==> config.mk <==
export PLATFORM = sky130hd
export DESIGN_NAME = prog_loader
export DESIGN_NICKNAME = d
export VERILOG_FILES = /design/src/rtl/prog_loader.sv
export SDC_FILE = /design/constraint.sdc
export NUM_CORES = 1
export LEC_CHECK = 0
export BUFFER_PORTS_ARGS = -buffer_cell sky130_fd_sc_hd__buf_4
export CORE_UTILIZATION = 45
export DETAILED_ROUTE_END_ITERATION = 6
export PLACE_DENSITY = 0.7
export SYNTH_ARGS = -nofsm -noshare
export SYNTH_HDL_FRONTEND = slang
export SYNTH_SLANG_ARGS = --single-unit
==> constraint.sdc <==
create_clock -name clk -period 1.8 [get_ports clk]
set_input_delay 0.27 -clock clk [delete_from_list [all_inputs] [get_ports clk]]
set_output_delay 0.27 -clock clk [all_outputs]
set_load 0.005 [all_outputs]
==> src/rtl/prog_loader.sv <==
// rtl/prog_loader.sv - host-to-instruction-memory program loader; optional running XOR checksum under CHECKSUM_EN
module prog_loader #(
    parameter int ADDR_W  = 8,
    parameter int INSTR_W = 10
) (
    input  logic               clk,
    input  logic               reset,
    input  logic               load_start,
    input  logic               in_valid,
    output logic               in_ready,
    input  logic [INSTR_W-1:0] in_data,
    input  logic               in_last,
    output logic               memWrite,
    output logic [ADDR_W-1:0]  adr,
    output logic [INSTR_W-1:0] instruct,
    output logic               cpu_reset,
    output logic               load_done,
    output logic               err_ovf,
    output logic [ADDR_W:0]    word_cnt,
    output logic [INSTR_W-1:0] checksum
);

    typedef enum logic [2:0] {
        S_IDLE    = 3'd0,
        S_LOAD    = 3'd1,
        S_WRITE   = 3'd2,
        S_RELEASE = 3'd3,
        S_RUN     = 3'd4
    } state_t;

    // Highest memory address; the word written there always ends the load.
    localparam logic [ADDR_W-1:0] PTR_MAX = {ADDR_W{1'b1}};

    state_t state_q, state_d;

    logic               mem_write_q, mem_write_d;
    logic [ADDR_W-1:0]  adr_q, adr_d;
    logic [INSTR_W-1:0] instruct_q, instruct_d;
    logic               cpu_reset_q, cpu_reset_d;
    logic               load_done_q, load_done_d;
    logic               err_ovf_q, err_ovf_d;
    logic [ADDR_W:0]    word_cnt_q, word_cnt_d;
    logic [ADDR_W-1:0]  wr_ptr_q, wr_ptr_d;
    logic               last_q, last_d;
    logic               forced_q, forced_d;

    // A restart request in LOAD takes priority over a word offered the same cycle.
    logic xfer;
    assign xfer = (state_q == S_LOAD) && in_valid && !load_start;

    // Any accepted word is the last one if flagged by the host or if memory is full.
    logic ptr_full;
    assign ptr_full = (wr_ptr_q == PTR_MAX);

    // State register.
    always_ff @(posedge clk or negedge reset) begin
        if (!reset) begin
            state_q <= S_IDLE;
        end else begin
            state_q <= state_d;
        end
    end

    // Next-state logic.
    always_comb begin
        state_d = state_q;
        case (state_q)
            S_IDLE: begin
                if (load_start) state_d = S_LOAD;
            end
            S_LOAD: begin
                if (load_start)    state_d = S_LOAD;
                else if (in_valid) state_d = S_WRITE;
            end
            S_WRITE: begin
                state_d = last_q ? S_RELEASE : S_LOAD;
            end
            S_RELEASE: begin
                state_d = S_RUN;
            end
            S_RUN: begin
                if (load_start) state_d = S_LOAD;
            end
            default: state_d = S_IDLE;
        endcase
    end

    // Output logic: the host may only hand over a word while waiting in LOAD.
    always_comb begin
        in_ready = (state_q == S_LOAD) && !load_start;
    end

    // Datapath next-state: write port, counters, core reset and status flags.
    always_comb begin
        mem_write_d = mem_write_q;
        adr_d       = adr_q;
        instruct_d  = instruct_q;
        cpu_reset_d = cpu_reset_q;
        load_done_d = load_done_q;
        err_ovf_d   = err_ovf_q;
        word_cnt_d  = word_cnt_q;
        wr_ptr_d    = wr_ptr_q;
        last_d      = last_q;
        forced_d    = forced_q;
        case (state_q)
            S_IDLE, S_RUN: begin
                if (load_start) begin
                    wr_ptr_d    = '0;
                    word_cnt_d  = '0;
                    err_ovf_d   = 1'b0;
                    load_done_d = 1'b0;
                    cpu_reset_d = 1'b1;
                end
            end
            S_LOAD: begin
                if (load_start) begin
                    wr_ptr_d    = '0;
                    word_cnt_d  = '0;
                    err_ovf_d   = 1'b0;
                    load_done_d = 1'b0;
                    cpu_reset_d = 1'b1;
                end else if (xfer) begin
                    instruct_d  = in_data;
                    adr_d       = wr_ptr_q;
                    mem_write_d = 1'b1;
                    last_d      = in_last || ptr_full;
                    forced_d    = !in_last && ptr_full;
                end
            end
            S_WRITE: begin
                mem_write_d = 1'b0;
                word_cnt_d  = word_cnt_q + (ADDR_W+1)'(1);
                // The pointer is left alone after the final word so it never wraps.
                if (!last_q) wr_ptr_d = wr_ptr_q + ADDR_W'(1);
                if (last_q && forced_q) err_ovf_d = 1'b1;
            end
            S_RELEASE: begin
                cpu_reset_d = 1'b0;
                load_done_d = 1'b1;
            end
            default: begin
                mem_write_d = 1'b0;
            end
        endcase
    end

    // Datapath registers; reset abandons any partial load and holds the core.
    always_ff @(posedge clk or negedge reset) begin
        if (!reset) begin
            mem_write_q <= 1'b0;
            adr_q       <= '0;
            instruct_q  <= '0;
            cpu_reset_q <= 1'b1;
            load_done_q <= 1'b0;
            err_ovf_q   <= 1'b0;
            word_cnt_q  <= '0;
            wr_ptr_q    <= '0;
            last_q      <= 1'b0;
            forced_q    <= 1'b0;
        end else begin
            mem_write_q <= mem_write_d;
            adr_q       <= adr_d;
            instruct_q  <= instruct_d;
            cpu_reset_q <= cpu_reset_d;
            load_done_q <= load_done_d;
            err_ovf_q   <= err_ovf_d;
            word_cnt_q  <= word_cnt_d;
            wr_ptr_q    <= wr_ptr_d;
            last_q      <= last_d;
            forced_q    <= forced_d;
        end
    end

`ifdef CHECKSUM_EN
    logic [INSTR_W-1:0] checksum_q, checksum_d;

    // Running XOR of every accepted word, restarted with each new load.
    always_comb begin
        checksum_d = checksum_q;
        if ((state_q == S_IDLE || state_q == S_LOAD || state_q == S_RUN) && load_start) begin
            checksum_d = '0;
        end else if (xfer) begin
            checksum_d = checksum_q ^ in_data;
        end
    end

    // Checksum register.
    always_ff @(posedge clk or negedge reset) begin
        if (!reset) begin
            checksum_q <= '0;
        end else begin
            checksum_q <= checksum_d;
        end
    end

    assign checksum = checksum_q;
`else
    assign checksum = '0;
`endif

    assign memWrite  = mem_write_q;
    assign adr       = adr_q;
    assign instruct  = instruct_q;
    assign cpu_reset = cpu_reset_q;
    assign load_done = load_done_q;
    assign err_ovf   = err_ovf_q;
    assign word_cnt  = word_cnt_q;

endmodule

* After elaboration in Yosys (flattened, before gate mapping) *
Cells that the tools add are included.

word-level totals
  bits of input ports = 15
  output and inout bits = 42
  bits in registers = 44

operators by class
  reductions and logical operators = 21
  mux-type cells = 19
  bitwise operators = 2
  $add $sub $neg = 2
  eq/ne operators = 12

operators by type and width
  operator                                       count
  one-hot mux 9 bit (2 select lines)             1
  two-way mux 8 bit                              2
  one-hot mux 8 bit (2 select lines)             1
  one-hot mux 3 bit (4 select lines)             1
  AND reduction 3 bit                            4
  adder 9 x 1 -> 9 bit, second input constant    1
  two-way mux 3 bit                              3
  two-way mux 9 bit                              1
  adder 8 x 1 -> 8 bit, second input constant    1
  == test 8 bit, second input constant           1
  != test 2 bit, second input constant           4
  one-hot mux 1 bit (2 select lines)             4
  == test 3 x 2 -> 1 bit, second input constant  2
  AND reduction 2 bit                            3
  OR reduction 3 bit                             2
  logical AND 1 bit                              5
  two-way mux 1 bit                              5
  != test 2 x 1 -> 1 bit, second input constant  2
  nonzero test 2 bit                             2
  == test 3 x 1 -> 1 bit, second input constant  1
  == test 3 bit, second input constant           1
  logical NOT 3 bit                              1
  != test 3 bit, second input constant           1
  logical NOT 1 bit                              2
  4 further kinds                                5

* Depth between registers and ports, before layout *
Gate-level depths: netlist of the first run.

  depth in word-level cells = 6
  gate-level depth with buffers = 6

* Least setup slack after synthesis of the first run *
Ideal clock, no wire load.

  kind = register -> register
  start = reg state_q[2]
  end = reg adr_q[6] (netlist: adr[6])
  path buffers = 2
  cell stages (with the launch flop) = 6
  required time = 1.675 ns
  path slack = 0.132 ns
  arrival = 1.543 ns
  setup time = 0.125 ns
  period minus slack after synthesis = 1.668 ns
  cell sequence = dfrtp_1 -> buf_2 -> nor4b_2 -> nand2_1 -> clkbuf_1 -> mux2_2

between the ends
  cells in the longest elaborated chain, start to end = 4

ends and longest elaborated chain
  item                                      RTL line  source
  start: declaration                        34        state_t state_q, state_d;
  start signal: assignment                  60        state_q <= state_d;
  == test 3 x 1 -> 1 bit (*)                49, 105
  logical AND 1 bit (2 in a row)            49        assign xfer = (state_q == S_LOAD) && in_valid && !load_start;
  AND reduction 3 bit (no source line) (*)  -
  end signal: assignment                    162       adr_q <= adr_d;
  end: declaration                          37        logic [ADDR_W-1:0] adr_q, adr_d;

Mark *: on every way between the ends. The rest lies on a longest branch, timed or not.
A chain may end at the register's enable or synchronous reset.

* Worst setup path in the final report of the first run *
  start = reg state_q[2]
  end = reg wr_ptr_q[5]

between the ends
  cells in the longest elaborated chain, start to end = 4
  elaborated cells on any way between the ends = 10

ends and longest elaborated chain
  item                                                                           RTL line  source
  == test 3 x 1 -> 1 bit (tied with other cells)                                 105       case (state_q)
  OR reduction 3 bit (no source line)                                            -
  != test 2 x 1 -> 1 bit (no source line) or nonzero test 2 bit (tied branches)  -
  AND reduction 3 bit (no source line)                                           -
  end signal: assignment                                                         168       wr_ptr_q <= wr_ptr_d;
  end: declaration                                                               43        logic [ADDR_W-1:0] wr_ptr_q, wr_ptr_d;

Parallel ways exist; a longest one is shown, timed or not.

==> metrics.md, run 1 <==
| Metric | Value |
|---|---|
| Post-route total power | 3.04 mW |
| Cells after DPL | 288 |
| Peak VDD IR | 0.582 mV |
| Final Slew Violations | 0 |
| CP endpoint | wr_ptr_q[5] |
| Crit path required time | 2.01 ns |
| Busiest grt layer | met2 |
| Proportion of layout cells with a drive suffix above 1 | 35.1% |
| Post-Synth XOR/XNOR Area | 0.861% |
| Clk root buf | clkbuf_8 |
| Setup ws final | 0.125 ns |
| Synth top cells by count | dfrtp_1 (43), nand2_1 (19), mux2_2 (18) |
| Iter 0 DRT Violations | 136 |
| Total number of vias | approximately 1.6k |
| Grt total ovfl | 0 |
| CP dominant cell by count | o21ai_0 |
| Net count, final | 261 |
| All-Layer GR Usage | 17.6% |
| Yosys warnings | 0 |
| Area leader, netlist | dfrtp_1 |
| Outcome | complete, no violations |
| Die Area | 4790 sq um |
| Mux contribution to synthesized area | 11.4% |
| Met3 Usage GRT | 5.38% |
| Delay of the slowest critical-path stage | 0.61 ns |
| Main synth FF type | dfrtp_1 |
| Skew final | roughly 0.0056 ns |
| Worst R2R End | wr_ptr_q[5] |
| Cell variety after synth | 39 |
| Number of routed nets with antenna violations | 0 |
| R2R setup slack | roughly 0.12 ns |
| Largest net degree at the start of global routing | 45 |
| #FFs+latches synth | 44 |
| Die H | ~69 um |
| Area grow syn2layout | 26.2% |
| Crit. Startpoint | state_q[2] |
| Die width | 69.2 um |
| Pre-antenna DRT Iters | 6 |
| Pwr Density | 1180 nW/um^2 |
| Initial antenna violation count | 0 |
| Vias/cell | 5.31 |
| WL/cell | about 13 um |
| Fill cell count | approximately 380 |
| Fmax | 0.597 GHz |
| Place WS | approximately 0.10 ns |
| Setup TNS | 0 ns |
| Non-Filler Instances | 297 |
| DRC | 0 |
| CTS Buf Count | 5 |
| Routed Wire Length | 3.82 mm |
| Crit path time final | 1.68 ns |
| Core area | ~4400 sq um |
| RePlAce Congestion | 0.827 |
| WP data arrival | 1.89 ns |
| RSZ-0062 raised after global routing | false |
| EDFF count, synth | 0 |
| Final setup fails | 0 |
| Ant. Diodes | 0 |
| Post-synth ARST share | 100% |
| Synth Area in Compound Gates | 12.5% |
| Simple-gate share of the synthesized area | 13.6% |
| Cell Area, Synth | 2030 sq um |
| Initial Utilization | approximately 47% |
| Met1 usage | 23.5% |
| Top-area cell type share of the netlist area | 52.9% |
| Finished Core Util | 59.0% |
| Boundary Pins | 57 |
| Final worst path period share | 93.1% |
| Met2 global-route usage | 26.4% |
| Slew margin rel. | 59.2% |
| CP Cell Sequence | buf_4, or4b_1, a31oi_1, o21ai_0, o21ai_0 |
| Synth top area cells | dfrtp_1 (53%), mux2_2 (10%), a21oi_1 (3.9%) |
| Number of buffers added on ports | between 40 and 50 |
| CP max stage cell | or4b_1 |
| Hold Fails Final Rpt | 0 |
| Post-synthesis adder-cell area fraction | ~1.2% |
| Crit path max fanout | 7 |
| HP Class | in -> reg |
| Vias in the first global route | approximately 1.4k |
| P_leak | 1.29 nW |
| Startpoint types | flop |
| Most frequent cell after synthesis | dfrtp_1 |
| Post-Syn Area per Cell | 10.9 sq um |
| Post-synthesis sequential area ratio | 54.2% |
| Clock tree buffer depth | 2 |
| Site Rows | 24 |
| Main combinational cell family by area after synthesis | simple AND/OR/NAND/NOR gates |
| Reg-to-Reg Start | state_q[2] |
| Clock Pin Slew Worst Setup and Hold Paths | ~0.080 ns |
| DPL Wire Length | 2.71 mm |
| Synth Instances | 186 |
| Clk_lat worst skew | 0.30 ns |
| Worst Max-Slew Pin Slew | 0.612 ns |
| Reg2Reg Depth | 5 |
| CP Class | reg -> reg |
| CTS tree | done |
| H-tree depth | 2 |
| Critical path endpoint category | flop |
| First-pass GRT wire length | 6.60 mm |
| Max-cap violations | 0 |
| Clock Sinks | 44 |
## logic make-up (layout without fill, tap and decap cells)
family / count (synthesis) / after routing
adders and majority gates: 2 / 2
DFF: 44 / 44
muxes: 21 / 21
AOI/OAI and AO/OA: 41 / 41
other: 1 / 10
xor gates and xnor gates: 2 / 2
and+or+nand+nor: 53 / 53
buffers and inverters: 22 / 72
## report_power, final
| group | leakage, nW | internal [mW] | total, mW | switching (mW) |
|---|---|---|---|---|
| clock network | 0.0455 | 0.313 | 0.627 | 0.314 |
| logic | 0.670 | 0.571 | 1.00 | 0.433 |
| registers | 0.579 | 1.22 | 1.41 | 0.191 |
| total | 1.29 | 2.10 | 3.04 | 0.938 |
## sequential cells by signal, indices dropped and copies added (netlist names)
signal,flops
instruct,10
word_cnt,9
adr,8
wr_ptr_q,8
state_q,3
cpu_reset,1
err_ovf,1
forced_q,1
last_q,1
load_done,1
memWrite,1
## critical path, delay by kind of cell (launching register included)
family,cells,cell delay (ns)
flip-flops,1,0.44
buffers and inverters,1,0.18
AO/OA/AOI/OAI,3,0.36
AND/OR/NAND/NOR,1,0.61
## metrics by stage
stage | hold slack, ns | cell area (sq um)
final | 0.170 | 2570
after global placement | 0.297 | 2460
after global routing | 0.167 | 2570
after detailed placement | 0.297 | 2460
after floorplan | -0.0256 | 2070
after CTS | 0.163 | 2560
## layout by cell type (no fill, tap or decap), types with 2 or more instances in the layout
cell        n
o31ai_1     2
a22o_1      2
mux2i_1     3
ha_1        2
conb_1     10
nand3_1     8
buf_4      57
inv_1       6
clkbuf_1    2
o21ai_0     8
a31oi_1     2
nor4b_2     2
a2111oi_0   2
clkbuf_8    6
a21oi_1    16
nand2_1    19
mux2_2     18
nor3_1      2
and3_1      3
nor2_1      9
nor2b_1     3
xnor2_1     2
a211o_1     2
dfrtp_1    43
## worst min path at each step
stage                 start           to  slack, ns  depth (start not counted)
floorplan             reset       adr[0]      -0.03                          0
global placement      reset  word_cnt[7]       0.30                          1
detailed placement    reset  word_cnt[7]       0.30                          1
CTS                 in_last     forced_q       0.16                          2
global route        in_last     forced_q       0.17                          2
finish              in_last     forced_q       0.17                          2
## area by class of cell
type / instances / area, sq um / area share [%]
sequential: 44 / 1100 / 42.9
multi-input combinational: 129 / 850 / 33.1
timing repair buffer: 58 / 438 / 17.1
clock buffer: 8 / 90.1 / 3.51
tap: 52 / 65.1 / 2.53
inverter: 6 / 22.5 / 0.877
## routing by layer
| layer | wire length (um) | share of wire (%) |
|---|---|---|
| met5 | 0 | 0 |
| met4 | 89 | 2.3 |
| met3 | 208 | 5.4 |
| met2 | 1780 | 47 |
| met1 | 1740 | 45 |
## timing repair
action,in CTS,in global routing
buffers inserted,0,0
hold buffers,1,0
setup endpoints to repair,0,5
resized for setup,0,1
endpoints found under the hold margin,43,0
Power figures use the tool's default switching activity.
==> inputs of run 2 (changes only) <==
Settings changed: ABC_AREA from default to 1.
==> run 2 against run 1 <==
Against the previous run: fmax rose by 13%; the flow now finishes with violations (DRC); clock-buffer cell count is 1 lower; clock power is 31% higher; synthesized cell count up 38%; sequential cell count unchanged; sequential share of layout area is 0.76 points lower; register-to-register slack better by 0.19 ns; cell area up 1.8%; global-route usage rose by 0.84 points.
==> metrics.md, run 2 <==
| Metric | Value |
|---|---|
| Post-route total power | 3.19 mW (+4.8%) |
| Area grow syn2layout | 22.0% |
| RePlAce Congestion | 0.826 (-0.11%) |
| Number of routed nets with antenna violations | 0 (unchanged) |
| Reg power frac | 42.8% (-3.5 points) |
| Cell Area, Placed | 2480 sq um (+0.66%) |
| Synth Instances | 256 (+38%) |
| Reg-to-Reg Start | state_q[0] |
| Yosys warnings | 0 (unchanged) |
| Pre-antenna DRT Iters | 7 (+1) |
| Delay of the slowest critical-path stage | 0.41 ns (-0.20 ns) |
| #FFs+latches synth | 44 (unchanged) |
| Worst Max-Slew Pin Slew | 0.546 ns (-0.0665 ns) |
| Finished Cell Area | 2610 sq um (+1.8%) |
| Cell Area, Synth | 2140 sq um (+5.3%) |
| Failing checks | DRC |
| CP Cell Sequence | inv_2, nand3b_4, inv_2, nand2_1, nand2_1, o21ai_0 |
| Crit. Startpoint | state_q[0] |
| Initial antenna violation count | 0 (unchanged) |
| Cells after DPL | 350 (+22%) |
| Switch Pwr | 1.06 mW (+13%) |
| RSZ-0062 raised after global routing | false |
| Net count, final | 323 (+24%) |
| Die Area | 5040 sq um (+5.1%) |
| CTS tree | done |
| Post-synthesis sequential area ratio | 51.5% (-2.7 points) |
| CP endpoint | wr_ptr_q[6] |
| Worst R2R End | wr_ptr_q[6] |
| WL/cell | 11.4 um (-11%) |
| Top-area cell type share of the netlist area | 50.2% (-2.7 points) |
| Max-cap violations | 0 (unchanged) |
| Clock group share of total power | 25.9% (+5.3 points) |
| Site Rows | 24 (unchanged) |
| Hold Fails Final Rpt | 0 (unchanged) |
| Comb power frac | 31.4% (-1.6 points) |
| Peak VDD IR | 0.775 mV (+33%) |
| Synth top area cells | dfrtp_1 (50%), nand2_1 (18%), inv_1 (4.6%) |
| Max reg flops | 10 (unchanged) |
| Clock Pin Slew Worst Setup and Hold Paths | 0.08 ns (about the same) |
| Non-Filler Instances | 359 (+21%) |
| Final worst path period share | 82.5% (-11 points) |
| Area leader, netlist | dfrtp_1 |
| R2R setup slack | 0.31 ns (+0.19 ns) |
| Crit path time final | 1.49 ns (-0.189 ns) |
| Vias in the first global route | 1641 (+14%) |
| Iter 0 DRT Violations | 81 (-40%) |
| Clk root buf | clkbuf_8 |
| Initial Utilization | 47.9% (+1.2 points) |
| Cell variety after synth | 30 (-23%) |
| Grt total ovfl | 0 (unchanged) |
| Ant. Diodes | 0 (unchanged) |
| Startpoint types | flop |
| Main synth FF type | dfrtp_1 |
| Core area | 4470 sq um (+2.8%) |
| Die H | 71.0 um (+2.5%) |
| WP data arrival | 1.66 ns (-0.23 ns) |
| HP Class | in -> reg |
| Vias/cell | 4.72 (-11%) |
| Most frequent cells in the layout | nand2_1 (101), buf_4 (47), dfrtp_1 (43) |
| Outcome | finished, violations left |
| Hold_buf cts | 1 (unchanged) |
| Number of buffers added on ports | 46 (unchanged) |
| DRC | 4 (+4) |
| Total number of vias | 1696 (+7.6%) |
| DPL Wire Length | 2.94 mm (+8.8%) |
| Routed Wire Length | 4.10 mm (+7.3%) |
| Clock tree buffer depth | 2 (unchanged) |
| CP max stage cell | dfrtp_1 |
| CTS Buf Count | 5 (unchanged) |
| Cell internal pwr | 2.12 mW (+0.99%) |
| Reg2Reg Depth | 6 (+1) |
| Net Sw Frac | 33.4% (+2.5 points) |
| Final setup fails | 0 (unchanged) |
| CTS resizes | 0 (unchanged) |
| Critical path endpoint category | flop |
| Hold path start | in_data[8] |
| Final Slew Violations | 0 (unchanged) |
| Slew margin rel. | 63.6% (+4.4 points) |
| Setup Fix Bufs, Post-CTS | 0 (unchanged) |
| Post-synth ARST share | 100% (unchanged) |
| Die width | 71.0 um (+2.5%) |
| P_leak | 1.47 nW (+14%) |
| Clk_lat worst skew | 0.30 ns (about the same) |
| Boundary Pins | 57 (unchanged) |
| Pwr Density | 1220 nW/um^2 (+3.0%) |
| Crit path max fanout | 11 (+4) |
| Largest net degree at the start of global routing | 45 (unchanged) |
| Crit path required time | 1.98 ns (-0.03 ns) |
| Most frequent cell after synthesis | nand2_1 |
| Skew final | 0.00709 ns (+0.00147 ns) |
| Proportion of layout cells with a drive suffix above 1 | 22.5% (-13 points) |
| EDFF count, synth | 0 (unchanged) |
| First-pass GRT wire length | 7.17 mm (+8.7%) |
| Synth top cells by count | nand2_1 (101), dfrtp_1 (43), inv_1 (26) |
| Fmax | 0.673 GHz (+13%) |
| H-tree depth | 2 (unchanged) |
| Setup TNS | 0 ns (unchanged) |
| Most common cell after layout, fill and taps aside | nand2_1 |
| Post-Syn Area per Cell | 8.37 sq um (-24%) |
| CP Class | reg -> reg |
| Finished Core Util | 58.4% (-0.55 points) |
| Clock Sinks | 44 (unchanged) |
| All-Layer GR Usage | 18.4% (+0.84 points) |
run 2: changes by cell type in the layout (fill, tap and decap cells not counted), moves of 6 or more:
cell,before,now
nand2_1,19,101
inv_1,6,26
mux2_2,18,0
a21oi_1,16,4
buf_4,57,47
nand3_1,8,14
run 2: kinds of logic (layout without fill, tap and decap cells):
family / count (synthesis) / after routing / synth area share (%)
xor+xnor: 2 / 2 / 0.818
other cells: 1 / 10 / 0.175
fa+ha+maj: 2 / 2 / 1.17
simple gates: 138 / 138 / 28.3
buf+inv: 43 / 85 / 10.6
compound gates: 26 / 26 / 7.48
flops: 44 / 44 / 51.5
run 2: critical path: cells and delay by family (launching register included):
| kind | cells | cell delay, ns |
|---|---|---|
| buffers and inverters | 2 | 0.31 |
| flip-flops | 1 | 0.41 |
| AND/OR/NAND/NOR | 3 | 0.50 |
| AO/OA/AOI/OAI | 1 | 0.14 |
run 2: how the worst min path moves through the flow:
stage / to / slack [ns] / cells after the start
after CTS: instruct[8] / 0.15 / 3
after global routing: instruct[0] / 0.17 / 3
after detailed placement: instruct[5] / 0.30 / 1
after global placement: instruct[5] / 0.30 / 1
final: instruct[8] / 0.16 / 3
after floorplan: adr[0] / -0.03 / 0
run 2: metrics by stage:
| stage | setup slack, ns | hold slack [ns] |
|---|---|---|
| 2_1_floorplan | 0.557 | -0.0256 |
| 3_3_place_gp | 0.388 | 0.300 |
| 3_5_place_dp | 0.324 | 0.304 |
| 4_1_cts | 0.310 | 0.153 |
| 5_1_grt | 0.0788 | 0.167 |
| 6_report | 0.314 | 0.165 |
run 2: layout make-up:
| type | instances | area [sq um] |
|---|---|---|
| timing repair buffer | 48 | 363 |
| fill | 413 | 1860 |
| clock inverter | 1 | 30.0 |
| sequential | 44 | 1100 |
| clock buffer | 7 | 96.3 |
| inverter | 29 | 111 |
| multi-input combinational | 178 | 846 |
| tap | 52 | 65.1 |
run 2: power by group through the flow:
stage | sequential (mW) | clock (mW) | combinational (mW)
3_3_place_gp | 1.37 | 0 | 0.986
3_5_place_dp | 1.38 | 0 | 1.01
6_report | 1.36 | 0.824 | 1.00
5_1_grt | 1.40 | 0.883 | 1.14
4_1_cts | 1.36 | 0.844 | 1.02
2_1_floorplan | 1.38 | 0 | 0.635
run 2: layer usage:
layer	wire, um	vias up	global-route usage, %	share of wire (%)
met1	1830	785	21.8	45
met3	194	7	5.56	4.7
met4	53	0	6.22	1.3
met2	2030	33	32.1	49
met5	0	-	0	0
li1	-	871	-	-
